$ cat config.mk
export PLATFORM = sky130hd
export DESIGN_NAME = alu_apb_sequencer_flat
export DESIGN_NICKNAME = d
export VERILOG_FILES = /design/src/rtl/alu_apb_sequencer_if.sv /design/src/rtl/alu_apb_sequencer.sv /design/src/flat_wrapper.sv
export SDC_FILE = /design/constraint.sdc
export NUM_CORES = 1
export LEC_CHECK = 0
export ABC_AREA = 1
export BUFFER_PORTS_ARGS = -buffer_cell sky130_fd_sc_hd__buf_2
export CAP_MARGIN = 20
export CORE_MARGIN = 1
export CORE_UTILIZATION = 33
export CTS_BUF_LIST = sky130_fd_sc_hd__clkbuf_8
export DETAILED_ROUTE_END_ITERATION = 8
export GPL_ROUTABILITY_DRIVEN = 0
export MAX_ROUTING_LAYER = met4
export PLACE_DENSITY = 0.93
export SLEW_MARGIN = 10
export SYNTH_ARGS = -nofsm -noshare
export SYNTH_HDL_FRONTEND = slang
export SYNTH_SLANG_ARGS = --single-unit
$ cat constraint.sdc
create_clock -name clk -period 2.1 [get_ports clk]
set_clock_uncertainty 0.05 [all_clocks]
set_input_delay 0.21 -clock clk [delete_from_list [all_inputs] [get_ports clk]]
set_output_delay 0.21 -clock clk [all_outputs]
set_load 0.01 [all_outputs]
$ cat src/rtl/alu_apb_sequencer_if.sv
// Signal bundle for alu_apb_sequencer: the APB slave port plus the CSR-block
// and FIFO side-band. The sequencer uses the slave modport; its driver uses the master modport.
interface alu_apb_sequencer_if #(
    parameter int APB_BUS_SIZE   = 32,
    parameter int ADDR_WIDTH     = 8,
    parameter int FIFO_OUT_WIDTH = 32,
    parameter int CNT_WIDTH      = 4
);
    logic                      psel;
    logic                      penable;
    logic                      pwrite;
    logic [ADDR_WIDTH-1:0]     paddr;
    logic [APB_BUS_SIZE-1:0]   pwdata;
    logic [APB_BUS_SIZE-1:0]   prdata;
    logic                      pready;
    logic                      pslverr;
    logic                      start_bit;
    logic                      fifo_in_full;
    logic                      fifo_out_empty;
    logic [FIFO_OUT_WIDTH-1:0] final_result;
    logic [FIFO_OUT_WIDTH-1:0] fifo_out_status;
    logic                      en_ctrl;
    logic                      en_data0;
    logic                      en_data1;
    logic                      w_en_in;
    logic                      fifo_out_pop;
    logic                      r_en_out;
    logic [CNT_WIDTH-1:0]      pending_cnt;

    modport slave (
        input  psel, penable, pwrite, paddr, pwdata,
        input  start_bit, fifo_in_full, fifo_out_empty, final_result, fifo_out_status,
        output prdata, pready, pslverr,
        output en_ctrl, en_data0, en_data1, w_en_in, fifo_out_pop, r_en_out, pending_cnt
    );

    modport master (
        output psel, penable, pwrite, paddr, pwdata,
        output start_bit, fifo_in_full, fifo_out_empty, final_result, fifo_out_status,
        input  prdata, pready, pslverr,
        input  en_ctrl, en_data0, en_data1, w_en_in, fifo_out_pop, r_en_out, pending_cnt
    );
endinterface

$ cat src/rtl/alu_apb_sequencer.sv
// APB slave sequencer for the ALU CSR block: register write enables, FIFO_IN
// launch, the two-cycle FIFO_OUT pop/capture read, and the in-flight op counter.
module alu_apb_sequencer #(
    parameter int APB_BUS_SIZE   = 32,
    parameter int ADDR_WIDTH     = 8,
    parameter int FIFO_OUT_WIDTH = 32,
    parameter int CNT_WIDTH      = 4
) (
    input  logic               clk,
    input  logic               rst_n,
    alu_apb_sequencer_if.slave bus
);
    typedef enum logic [0:0] {
        ST_IDLE    = 1'b0,
        ST_RD_HOLD = 1'b1
    } state_t;

    localparam logic [ADDR_WIDTH-1:0] ADDR_CTRL   = ADDR_WIDTH'(8'h00);
    localparam logic [ADDR_WIDTH-1:0] ADDR_DATA0  = ADDR_WIDTH'(8'h04);
    localparam logic [ADDR_WIDTH-1:0] ADDR_DATA1  = ADDR_WIDTH'(8'h08);
    localparam logic [ADDR_WIDTH-1:0] ADDR_RESULT = ADDR_WIDTH'(8'h0C);
    localparam logic [ADDR_WIDTH-1:0] ADDR_STATUS = ADDR_WIDTH'(8'h10);
    localparam logic [ADDR_WIDTH-1:0] ADDR_PEND   = ADDR_WIDTH'(8'h14);
    localparam logic [CNT_WIDTH-1:0]  CNT_MAX     = {CNT_WIDTH{1'b1}};
    localparam logic [CNT_WIDTH-1:0]  CNT_ONE     = CNT_WIDTH'(1'b1);

    state_t                    r_state;
    logic                      r_w_en_in_q;
    logic [CNT_WIDTH-1:0]      r_pending_cnt;

    state_t                    w_next_state;
    logic                      w_access;
    logic                      w_hit_ctrl;
    logic                      w_hit_data0;
    logic                      w_hit_data1;
    logic                      w_hit_result;
    logic                      w_hit_status;
    logic                      w_hit_pend;
    logic                      w_addr_known;
    logic                      w_err;
    logic                      w_stall;
    logic                      w_launch;
    logic                      w_pready;
    logic                      w_pslverr;
    logic [APB_BUS_SIZE-1:0]   w_prdata;
    logic [APB_BUS_SIZE-1:0]   w_rd_data;
    logic                      w_en_ctrl;
    logic                      w_en_data0;
    logic                      w_en_data1;
    logic                      w_pop;
    logic                      w_r_en_out;
    logic [FIFO_OUT_WIDTH-1:0] w_final_result;
    logic [FIFO_OUT_WIDTH-1:0] w_status;

    assign w_access       = bus.psel & bus.penable;
    assign w_hit_ctrl     = (bus.paddr == ADDR_CTRL);
    assign w_hit_data0    = (bus.paddr == ADDR_DATA0);
    assign w_hit_data1    = (bus.paddr == ADDR_DATA1);
    assign w_hit_result   = (bus.paddr == ADDR_RESULT);
    assign w_hit_status   = (bus.paddr == ADDR_STATUS);
    assign w_hit_pend     = (bus.paddr == ADDR_PEND);
    assign w_addr_known   = w_hit_ctrl | w_hit_data0 | w_hit_data1 |
                            w_hit_result | w_hit_status | w_hit_pend;
    assign w_final_result = bus.final_result;
    assign w_status       = bus.fifo_out_status;

    // Unknown address, write to a read-only register, or RESULT read with nothing to pop.
    assign w_err = ~w_addr_known
                 | (bus.pwrite & (w_hit_result | w_hit_status | w_hit_pend))
                 | (~bus.pwrite & w_hit_result & bus.fifo_out_empty);

    // Writes hold off until the start bit has been consumed and its self-clear has landed.
    assign w_stall  = bus.start_bit | r_w_en_in_q;
    assign w_launch = rst_n & bus.start_bit & ~bus.fifo_in_full & ~r_w_en_in_q;

    // Read data mux for the single-cycle readable registers.
    always_comb begin
        w_rd_data = '0;
        if (w_hit_ctrl) begin
            w_rd_data = {{(APB_BUS_SIZE-1){1'b0}}, bus.start_bit};
        end else if (w_hit_status) begin
            w_rd_data = APB_BUS_SIZE'(w_status);
        end else if (w_hit_pend) begin
            w_rd_data = APB_BUS_SIZE'(r_pending_cnt);
        end else begin
            w_rd_data = '0;
        end
    end

    // APB response, strobes and next-state decode.
    always_comb begin
        w_next_state = r_state;
        w_pready     = 1'b0;
        w_pslverr    = 1'b0;
        w_prdata     = '0;
        w_en_ctrl    = 1'b0;
        w_en_data0   = 1'b0;
        w_en_data1   = 1'b0;
        w_pop        = 1'b0;
        w_r_en_out   = 1'b0;
        if (!rst_n) begin
            w_next_state = ST_IDLE;
        end else begin
            case (r_state)
                ST_IDLE: begin
                    if (!w_access) begin
                        w_next_state = ST_IDLE;
                    end else if (w_err) begin
                        w_pready  = 1'b1;
                        w_pslverr = 1'b1;
                    end else if (bus.pwrite) begin
                        if (w_stall) begin
                            w_pready = 1'b0;
                        end else begin
                            w_pready   = 1'b1;
                            w_en_ctrl  = w_hit_ctrl;
                            w_en_data0 = w_hit_data0;
                            w_en_data1 = w_hit_data1;
                        end
                    end else if (w_hit_result) begin
                        w_pop        = 1'b1;
                        w_r_en_out   = 1'b1;
                        w_next_state = ST_RD_HOLD;
                    end else begin
                        w_pready = 1'b1;
                        w_prdata = w_rd_data;
                    end
                end
                ST_RD_HOLD: begin
                    w_r_en_out   = 1'b1;
                    w_pready     = 1'b1;
                    w_prdata     = APB_BUS_SIZE'(w_final_result);
                    w_next_state = ST_IDLE;
                end
                default: begin
                    w_next_state = ST_IDLE;
                end
            endcase
        end
    end

    // Main FSM state and launch history.
    always_ff @(posedge clk or negedge rst_n) begin
        if (!rst_n) begin
            r_state     <= ST_IDLE;
            r_w_en_in_q <= 1'b0;
        end else begin
            r_state     <= w_next_state;
            r_w_en_in_q <= w_launch;
        end
    end

    // Saturating in-flight operation counter.
    always_ff @(posedge clk or negedge rst_n) begin
        if (!rst_n) begin
            r_pending_cnt <= '0;
        end else if (w_launch && !w_pop && (r_pending_cnt != CNT_MAX)) begin
            r_pending_cnt <= r_pending_cnt + CNT_ONE;
        end else if (!w_launch && w_pop && (r_pending_cnt != '0)) begin
            r_pending_cnt <= r_pending_cnt - CNT_ONE;
        end else begin
            r_pending_cnt <= r_pending_cnt;
        end
    end

    assign bus.pready       = w_pready;
    assign bus.pslverr      = w_pslverr;
    assign bus.prdata       = w_prdata;
    assign bus.en_ctrl      = w_en_ctrl;
    assign bus.en_data0     = w_en_data0;
    assign bus.en_data1     = w_en_data1;
    assign bus.w_en_in      = w_launch;
    assign bus.fifo_out_pop = w_pop;
    assign bus.r_en_out     = w_r_en_out;
    assign bus.pending_cnt  = r_pending_cnt;
endmodule

$ cat src/flat_wrapper.sv
// flat-port wrapper written by rule: the top's interface ports become plain ports
module alu_apb_sequencer_flat 
#(
    parameter int APB_BUS_SIZE   = 32,
    parameter int ADDR_WIDTH     = 8,
    parameter int FIFO_OUT_WIDTH = 32,
    parameter int CNT_WIDTH      = 4
)
  (clk, rst_n, bus_psel, bus_penable, bus_pwrite, bus_paddr, bus_pwdata, bus_start_bit, bus_fifo_in_full, bus_fifo_out_empty, bus_final_result, bus_fifo_out_status, bus_prdata, bus_pready, bus_pslverr, bus_en_ctrl, bus_en_data0, bus_en_data1, bus_w_en_in, bus_fifo_out_pop, bus_r_en_out, bus_pending_cnt);
  alu_apb_sequencer_if #(.APB_BUS_SIZE(APB_BUS_SIZE), .ADDR_WIDTH(ADDR_WIDTH), .FIFO_OUT_WIDTH(FIFO_OUT_WIDTH), .CNT_WIDTH(CNT_WIDTH)) bus_i ();
  input  logic clk;
  input  logic rst_n;
  input wire logic [$bits(bus_i.psel)-1:0] bus_psel;
  input wire logic [$bits(bus_i.penable)-1:0] bus_penable;
  input wire logic [$bits(bus_i.pwrite)-1:0] bus_pwrite;
  input wire logic [$bits(bus_i.paddr)-1:0] bus_paddr;
  input wire logic [$bits(bus_i.pwdata)-1:0] bus_pwdata;
  input wire logic [$bits(bus_i.start_bit)-1:0] bus_start_bit;
  input wire logic [$bits(bus_i.fifo_in_full)-1:0] bus_fifo_in_full;
  input wire logic [$bits(bus_i.fifo_out_empty)-1:0] bus_fifo_out_empty;
  input wire logic [$bits(bus_i.final_result)-1:0] bus_final_result;
  input wire logic [$bits(bus_i.fifo_out_status)-1:0] bus_fifo_out_status;
  output wire logic [$bits(bus_i.prdata)-1:0] bus_prdata;
  output wire logic [$bits(bus_i.pready)-1:0] bus_pready;
  output wire logic [$bits(bus_i.pslverr)-1:0] bus_pslverr;
  output wire logic [$bits(bus_i.en_ctrl)-1:0] bus_en_ctrl;
  output wire logic [$bits(bus_i.en_data0)-1:0] bus_en_data0;
  output wire logic [$bits(bus_i.en_data1)-1:0] bus_en_data1;
  output wire logic [$bits(bus_i.w_en_in)-1:0] bus_w_en_in;
  output wire logic [$bits(bus_i.fifo_out_pop)-1:0] bus_fifo_out_pop;
  output wire logic [$bits(bus_i.r_en_out)-1:0] bus_r_en_out;
  output wire logic [$bits(bus_i.pending_cnt)-1:0] bus_pending_cnt;
  assign bus_i.psel = bus_psel;
  assign bus_i.penable = bus_penable;
  assign bus_i.pwrite = bus_pwrite;
  assign bus_i.paddr = bus_paddr;
  assign bus_i.pwdata = bus_pwdata;
  assign bus_i.start_bit = bus_start_bit;
  assign bus_i.fifo_in_full = bus_fifo_in_full;
  assign bus_i.fifo_out_empty = bus_fifo_out_empty;
  assign bus_i.final_result = bus_final_result;
  assign bus_i.fifo_out_status = bus_fifo_out_status;
  assign bus_prdata = bus_i.prdata;
  assign bus_pready = bus_i.pready;
  assign bus_pslverr = bus_i.pslverr;
  assign bus_en_ctrl = bus_i.en_ctrl;
  assign bus_en_data0 = bus_i.en_data0;
  assign bus_en_data1 = bus_i.en_data1;
  assign bus_w_en_in = bus_i.w_en_in;
  assign bus_fifo_out_pop = bus_i.fifo_out_pop;
  assign bus_r_en_out = bus_i.r_en_out;
  assign bus_pending_cnt = bus_i.pending_cnt;
  alu_apb_sequencer #(.APB_BUS_SIZE(APB_BUS_SIZE), .ADDR_WIDTH(ADDR_WIDTH), .FIFO_OUT_WIDTH(FIFO_OUT_WIDTH), .CNT_WIDTH(CNT_WIDTH)) u_core (.clk(clk), .rst_n(rst_n), .bus(bus_i));
endmodule
; ---- Word level (Yosys, flattened, before mapping)
; Index checks and enable logic that the tools add are counted.
[classes]
addsub = 2
eq_ne = 6
muxes = 50
bitwise_logic = 22
n_reduce_logical = 9
[op_table]
columns = op, count
row1 = 32-bit 2-to-1 mux, 7
row2 = 32-bit one-hot mux with 2 select lines, 1
row3 = 1-bit 2-to-1 mux, 36
row4 = "8-bit by 4-bit equality test with 1-bit output, second input constant", 2
row5 = "8-bit by 5-bit equality test with 1-bit output, second input constant", 2
row6 = 4-bit 2-to-1 mux, 3
row7 = 1-bit OR, 10
row8 = "8-bit by 3-bit equality test with 1-bit output, second input constant", 1
row9 = 8-bit logical NOT, 1
row10 = 1-bit bitwise AND, 7
row11 = 1-bit one-hot mux with 2 select lines, 3
row12 = 1-bit inverter, 5
row13 = "4-bit by 1-bit adder with 4-bit output, second input constant", 1
row14 = 1-bit logical AND, 4
row15 = "4-bit inequality test, second input constant", 1
row16 = 4-bit nonzero test, 1
row17 = "4-bit by 1-bit subtractor with 4-bit output, second input constant", 1
row18 = 1-bit logical NOT, 2
row19 = 2-bit nonzero test, 1
[word_totals]
regBits = 6
input_bits = 112
output_inout_bits = 44

; ---- Longest topological paths before layout
; Gate-level depths: netlist of the first run.
[depth]
depth_word = 17
mapped_depth = 17
mapped_depth_nobuf = 17

; ---- Least setup slack after synthesis of the first run
; OpenSTA, ideal clock, no wires.
[synth_path]
kind = input port to flip-flop
start = input port bus_paddr[7]
end = register u_core.r_pending_cnt[3] (netlist: u_core.bus.pending_cnt[3])
setup_ns = 0.117
t_arrival_ns = 1.774
required_ns = 1.933
slack_ns = 0.159
path_stages = 14
path_buffers = 0
cell_sequence = nor2_1 > nand2_1 > nor2_4 > nand3_2 > nor2_2 > nand3_2 > nand3_2 > ha_1 > nand2_1 > nand2_1 > a31oi_1 > nand4_1 > nand4_1 > nand2_1
[synth_via]
elab_chain_cells = 17
word_cells_on_any_way = 32
classes_between = eq/ne (5) / mux (7) / bitwise (13) / reduce/logical (7)
[synth_lines]
columns = element, line_no
row1 = from (decl), flat_wrapper.sv:16  ; input wire logic [$bits(bus_i.paddr)-1:0] bus_paddr;
row2 = 8-bit by 3-bit equality test with 1-bit output or 8-bit logical NOT (tied branches), "alu_apb_sequencer.sv:57, alu_apb_sequencer.sv:56"
row3 = 1-bit OR (3 in series), alu_apb_sequencer.sv:62  ; assign w_addr_known = w_hit_ctrl | w_hit_data0 | w_hit_data1 |
row4 = 1-bit OR (2 in series), alu_apb_sequencer.sv:63  ; w_hit_result | w_hit_status | w_hit_pend;
row5 = 1-bit inverter, alu_apb_sequencer.sv:68  ; assign w_err = ~w_addr_known
row6 = 1-bit OR, alu_apb_sequencer.sv:69  ; | (bus.pwrite & (w_hit_result | w_hit_status | w_hit_pend))
row7 = 1-bit OR, alu_apb_sequencer.sv:70  ; | (~bus.pwrite & w_hit_result & bus.fifo_out_empty);
row8 = 1-bit 2-to-1 mux *, alu_apb_sequencer.sv:108  ; end else if (w_err) begin
row9 = 1-bit 2-to-1 mux *, alu_apb_sequencer.sv:106  ; if (!w_access) begin
row10 = 1-bit 2-to-1 mux *, alu_apb_sequencer.sv:104  ; case (r_state)
row11 = 1-bit 2-to-1 mux *, alu_apb_sequencer.sv:101  ; if (!rst_n) begin
row12 = 1-bit logical NOT, alu_apb_sequencer.sv:157  ; end else if (w_launch && !w_pop && (r_pending_cnt != CNT_MAX)) begin
row13 = 1-bit logical AND (2 in series), alu_apb_sequencer.sv:157
row14 = 4-bit 2-to-1 mux or 2-bit nonzero test (tied branches), -
row15 = to (signal assigned), alu_apb_sequencer.sv:158  ; r_pending_cnt <= r_pending_cnt + CNT_ONE;
row16 = to (signal assigned), alu_apb_sequencer.sv:160  ; r_pending_cnt <= r_pending_cnt - CNT_ONE;
row17 = to (signal assigned), alu_apb_sequencer.sv:162  ; r_pending_cnt <= r_pending_cnt;
row18 = to (decl), alu_apb_sequencer.sv:29  ; logic [CNT_WIDTH-1:0] r_pending_cnt;
; Mark *: on every way between the ends. The rest lies on a longest branch, timed or not.
; A chain may end at the register's enable or synchronous reset.

; ---- Worst setup path after layout of the first run
[layout_path]
start = register u_core.r_w_en_in_q
end = register u_core.r_pending_cnt[3] (netlist: u_core.bus.pending_cnt[3])
[layout_via]
elab_chain_cells = 6
word_cells_on_any_way = 9
classes_between = mux (1) / bitwise (2) / reduce/logical (6)
[layout_lines]
columns = element, line_no
row1 = from (decl), alu_apb_sequencer.sv:28  ; logic r_w_en_in_q;
row2 = from (signal assigned), alu_apb_sequencer.sv:149  ; r_w_en_in_q <= w_launch;
row3 = 1-bit inverter *, alu_apb_sequencer.sv:74  ; assign w_launch = rst_n & bus.start_bit & ~bus.fifo_in_full & ~r_w_en_in_q;
row4 = 1-bit bitwise AND *, alu_apb_sequencer.sv:74
row5 = 1-bit logical NOT, alu_apb_sequencer.sv:159  ; end else if (!w_launch && w_pop && (r_pending_cnt != '0)) begin
row6 = 1-bit logical AND (2 in series), alu_apb_sequencer.sv:159
row7 = 2-bit nonzero test (no line), -
; Marked as above.

==> impl_metrics.tcl, run 1 <==
set metrics [dict create \
    status "completed" \
    crit_buf_inv 1 \
    cts_max_path_buffers 2 \
    required_ps 2160 \
    ir_drop_uv 448 \
    ys_seq_elements 6 \
    fin_crit_sh 0.925 \
    drive_gt1_frac 0.454 \
    worst_hold_slack_ps 256 \
    holdCritPathClass "in2reg" \
    die-width_microns 62.4 \
    worstMarginPinSlew_ps 421 \
    crit_path_max_fanout 4 \
    slowest_stage "dfrtp_1" \
    grtUsageTotal 0.241 \
    timing.final.ws_setup_ps 158 \
    start_kind "register" \
    hold_viol 0 \
    crit_path_end_kind "register" \
    globalRouteOverflowTotal 0 \
    drt_iter0_drc 119 \
    initial_core_util 0.352 \
    dieArea_sq_um 3890 \
    portBuffers 123 \
    wirelength_microns 4700 \
    power.total_uw 807 \
    n_fill_cell 344 \
    final_cells 392 \
    slowest_delay_ps 370 \
    cts_buffers 3 \
    syn_area_sq_um 1200 \
    synth_seq_area_share 0.125 \
    h-tree-depth 1 \
    setup_violations 0 \
    post-route-min-period_ps 1940 \
    netlist-cell-type-count 27 \
    cp.arrival_ps 2000 \
    coreArea_sq_um 3420 \
    synth_nets 334 \
    dp_slack_ps -97.8 \
    power_density_nw_per_um2 410 \
    drt.antenna.violating_nets 0 \
    cp_common_cell "nand2_1" \
    die_h_microns 62.4 \
    slew_headroom 0.717 \
    post-place-cells 388 \
    final_nets 463 \
    path_delay_family "simple AND/OR/NAND/NOR gates" \
    dp_hpwl_microns 3710 \
    wl_per_cell_microns 12.0 \
    syn2layout_area_growth_pct 63.7 \
    post-cts-setup-buffer-count 0 \
    vias_per_cell 5.05 \
    cts_sinks 6 \
    firstDrtPassIters 4 \
    cts_tree "built" \
    cts_root_buffer "clkbuf_8" \
    slew_violations 0 \
    antenna_found_initial 0 \
    syn_inst 219 \
    cts.clk_slew.worst_paths_ps 40 \
    grt_pass1_vias 1767 \
    placementRows 21 \
    drc_errors 0 \
    n_antenna_cell 0 \
    rsz0062_at_grt "yes" \
    grt_pass1_wl_microns 7530 \
    cap_violations 0 \
    grt_max_degree 36 \
    leakagePower_uw 0.00104 \
    yosys_warnings 0 \
    worstPathCellList "nor2_1, nand3_1, inv_1, nand3_2, ha_1, nand2_1, nand2_1, a31oi_1, nand4_1, nand4_1, nand2_1" \
    fmax_ghz 0.515 \
    clk_latency_ps 230 \
    io_pins 156 \
    num_vias 1978 \
    avgSynthCellArea_sq_um 5.49 \
    crit_type "reg2reg" \
]
-- power breakdown --
group	total [uW]	switching, uW	internal (uW)
Sequential	201	46.6	155
Combinational	424	231	193
Clock	182	57.7	124
Total	807	335	472
-- layout make-up --
| class | count | area, sq um | share of cell area |
|---|---|---|---|
| clock buffers | 3 | 41.3 | 0.0210 |
| inverters | 23 | 86.3 | 0.0439 |
| multi-input cells | 177 | 906 | 0.460 |
| flip-flops and latches | 6 | 150 | 0.0763 |
| well taps | 46 | 57.6 | 0.0292 |
| repair buffers | 137 | 727 | 0.369 |
-- flip-flops by register name (all words and copies together) (netlist names) --
register	flops
u_core.bus.pending_cnt	4
u_core.r_state	1
u_core.r_w_en_in_q	1
-- cells in the mapped netlist --
library cell | number | area (sq um)
clkinv_1 | 1 | 3.75
o21ai_1 | 2 | 10.0
nand3_2 | 5 | 50.1
inv_1 | 20 | 75.1
nand3_1 | 32 | 160
nand4_1 | 6 | 37.5
inv_2 | 2 | 7.51
fa_1 | 1 | 20.0
o211ai_1 | 1 | 7.51
and3_1 | 1 | 6.26
nor2_1 | 10 | 37.5
xor2_1 | 2 | 17.5
nor3_2 | 2 | 20.0
clkbuf_1 | 6 | 22.5
nor3_1 | 6 | 30.0
ha_1 | 2 | 25.0
buf_2 | 3 | 15.0
o21ai_0 | 4 | 20.0
nor2_4 | 1 | 11.3
nand2_1 | 60 | 225
buf_4 | 4 | 30.0
nor2_2 | 3 | 18.8
nor4_1 | 1 | 6.26
a31oi_1 | 1 | 6.26
nand2_2 | 3 | 18.8
a21oi_1 | 34 | 170
dfrtp_1 | 6 | 150
-- cells in the final DEF (no fill, tap or decap), drive strengths merged --
cell type,n
a31oi,1
dfrtp,6
clkbuf,3
and3,1
nor4,1
xor2,2
nand3,37
fa,1
o211ai,1
a21oi,34
dlygate4sd3,1
ha,2
nand4,6
o21ai,6
nor3,8
buf,136
nand2,63
inv,22
nor2,14
clkinv,1
-- what timing repair did --
item                                    CTS  global route
gates resized for setup                   0             3
endpoints found under the setup margin    0             5
hold buffers                              1             0
endpoints found under the hold margin     6             0
-- cell families (layout without fill, tap and decap cells) --
family / Yosys count / in the layout / synth area share
flip-flops: 6 / 6 / 0.125
AND/OR/NAND/NOR: 130 / 130 / 0.517
adder cells (fa/ha/maj): 3 / 3 / 0.0375
AO/OA/AOI/OAI: 42 / 42 / 0.178
XOR/XNOR: 2 / 2 / 0.0146
buffers and inverters: 36 / 163 / 0.128
-- worst register-to-register path: cells and delay by family, from the launching register on --
kind | cells | cell delay [ps]
fa+ha+maj | 1 | 320
flops | 1 | 370
simple gates | 8 | 780
buf+inv | 1 | 130
compound gates | 1 | 170
-- per-layer routing --
metal	up-vias	GRT usage	routed length, microns	part of all wire
li1	988	-	-	-
met3	4	0.0515	401	0.085
met2	106	0.442	2490	0.53
met4	0	0.0930	47	0.010
met5	-	-	0	0
met1	880	0.248	1770	0.38
-- final timing paths --
kind                                      startpoint                   endpoint  slack (ps)  depth (start not counted)
hold reg to reg            u_core.bus.pending_cnt[3]  u_core.bus.pending_cnt[3]         510                          2
hold / removal                      bus_fifo_in_full         u_core.r_w_en_in_q         260                          4
setup / recovery                  u_core.r_w_en_in_q  u_core.bus.pending_cnt[3]         160                         11
setup reg to reg                  u_core.r_w_en_in_q  u_core.bus.pending_cnt[3]         160                         11
max in group asynchronous                      rst_n  u_core.bus.pending_cnt[0]        1250                          3
min in group asynchronous                      rst_n  u_core.bus.pending_cnt[2]         510                          3
-- stage by stage --
| stage | TNS, ps | area [sq um] | utilization |
|---|---|---|---|
| global route | -19.0 | 1970 | 0.576 |
| global placement | 0 | 1910 | 0.558 |
| finish | 0 | 1970 | 0.576 |
| CTS | 0 | 1960 | 0.573 |
| floorplan | 0 | 1200 | - |
| detailed placement | -97.8 | 1910 | 0.558 |
Note: power is estimated with default switching activity, not from simulation.
==> inputs of run 2 (changes only) <==
Settings changed: CORE_ASPECT_RATIO set to 0.7.
==> impl_metrics.tcl, run 2 (synthesized netlist as in run 1, its figures left out) <==
set metrics [dict create \
    placementRows 17 \
    crit_path_end_kind "output pin" \
    cts_tree "built" \
    drc_errors 0 \
    globalRouteOverflowTotal 0 \
    firstDrtPassIters 4 \
    cts_sinks 6 \
    wl_per_cell_microns 12.1 \
    post-place-cells 385 \
    r2r_cells 9 \
    reg2reg_from "u_core.r_w_en_in_q" \
    h-tree-depth 1 \
    worstMarginPinSlew_ps 353 \
    final_nets 459 \
    final_common_cell "buf_2" \
    final_cells 389 \
    r2r_end "u_core.bus.pending_cnt[2]" \
    min-delay-start "bus_fifo_in_full" \
    antenna_found_initial 0 \
    drt_iter0_drc 95 \
    dp_hpwl_microns 3590 \
    grtUsageTotal 0.225 \
    holdCritPathClass "in2reg" \
    cts_root_buffer "clkbuf_8" \
    portBuffers 123 \
    num_vias 1964 \
    clk_latency_ps 230 \
    power_density_nw_per_um2 430 \
    n_antenna_cell 0 \
    timing.final.ws_setup_ps 74.5 \
    crit_type "reg2out" \
    dp_slack_ps -109 \
    final_cell_mix "buf_2 (123), nand2_1 (59), a21oi_1 (34), nand3_1 (32), inv_1 (19)" \
    cts.clk_slew.worst_paths_ps 40 \
    worst_hold_slack_ps 268 \
    coreArea_sq_um 3320 \
    vias_per_cell 5.05 \
    io_pins 156 \
    grt_max_degree 36 \
    fin_crit_sh 0.965 \
    hold_viol 0 \
    die-width_microns 74.1 \
    crit_path_max_fanout 27 \
    drive_gt1_frac 0.456 \
    grt_pass1_vias 1441 \
    ir_drop_uv 392 \
    cp.arrival_ps 1770 \
    fmax_ghz 0.494 \
    hold_path_end "u_core.r_w_en_in_q" \
    slew_violations 0 \
    min_path_cells 4 \
    largest_reg_flops 4 \
    start_kind "register" \
    ff2ff_setup_slack_ps 160 \
    initial_core_util 0.362 \
    dieArea_sq_um 3890 \
    die_h_microns 52.5 \
    required_ps 1840 \
    drt.antenna.violating_nets 0 \
    cts_buffers 3 \
    slew_headroom 0.763 \
    post-route-min-period_ps 2030 \
    cts_max_path_buffers 2 \
    setup_violations 0 \
    leakagePower_uw 0.00102 \
    grt_pass1_wl_microns 6440 \
    wirelength_microns 4710 \
    syn2layout_area_growth_pct 64.6 \
    status "completed" \
    cap_violations 0 \
]
run 2: metrics by stage:
| step | utilization | power, uW | area (sq um) | TNS (ps) |
|---|---|---|---|---|
| 3_5_place_dp | 0.573 | 610 | 1900 | -109 |
| 3_3_place_gp | 0.573 | 590 | 1900 | 0 |
| 6_report | 0.597 | 852 | 1980 | 0 |
| 5_1_grt | 0.597 | 898 | 1980 | -249 |
| 2_1_floorplan | - | 415 | 1200 | 0 |
| 4_1_cts | 0.589 | 811 | 1950 | 0 |
run 2: cell type report:
| type | instances | area (sq um) |
|---|---|---|
| Clock buffer | 3 | 41.3 |
| Tap cell | 47 | 58.8 |
| Fill cell | 326 | 1340 |
| Multi-Input combinational cell | 177 | 925 |
| Inverter | 23 | 86.3 |
| Sequential cell | 6 | 150 |
| Timing Repair Buffer | 133 | 718 |
run 2: critical path: stages (launching register included):
cell     delay, ps
dfrtp_1        360
inv_1          180
nand3_1        140
nor2_2         270
buf_12         210
nand3_1         80
a21oi_1        140
buf_2          150
run 2: how the worst max path moves through the flow:
stage / startpoint / to / cells past startpoint
finish: u_core.r_state / bus_prdata[6] / 7
global route: u_core.r_state / bus_prdata[24] / 7
CTS: u_core.r_w_en_in_q / u_core.bus.pending_cnt[3] / 11
detailed placement: bus_paddr[7] / u_core.bus.pending_cnt[3] / 15
global placement: bus_paddr[1] / u_core.bus.pending_cnt[3] / 15
floorplan: bus_paddr[7] / u_core.bus.pending_cnt[3] / 14
run 2: timing repair:
action,4_1_cts,5_1_grt
buffers inserted,0,0
hold endpoints to repair,6,0
gates resized for setup,0,5
hold buffers,1,0
setup endpoints to repair,0,2
run 2: metal layers:
metal	global-route usage	up-vias	part of all wire
met1	0.275	863	0.41
met4	0.0801	0	0.017
met5	-	-	0
li1	-	986	-
met3	0.0288	10	0.094
met2	0.383	105	0.48
run 2: where the power goes:
group | switching [uW] | internal (uW)
logic | 249 | 201
clock network | 56.5 | 124
registers | 67.3 | 154
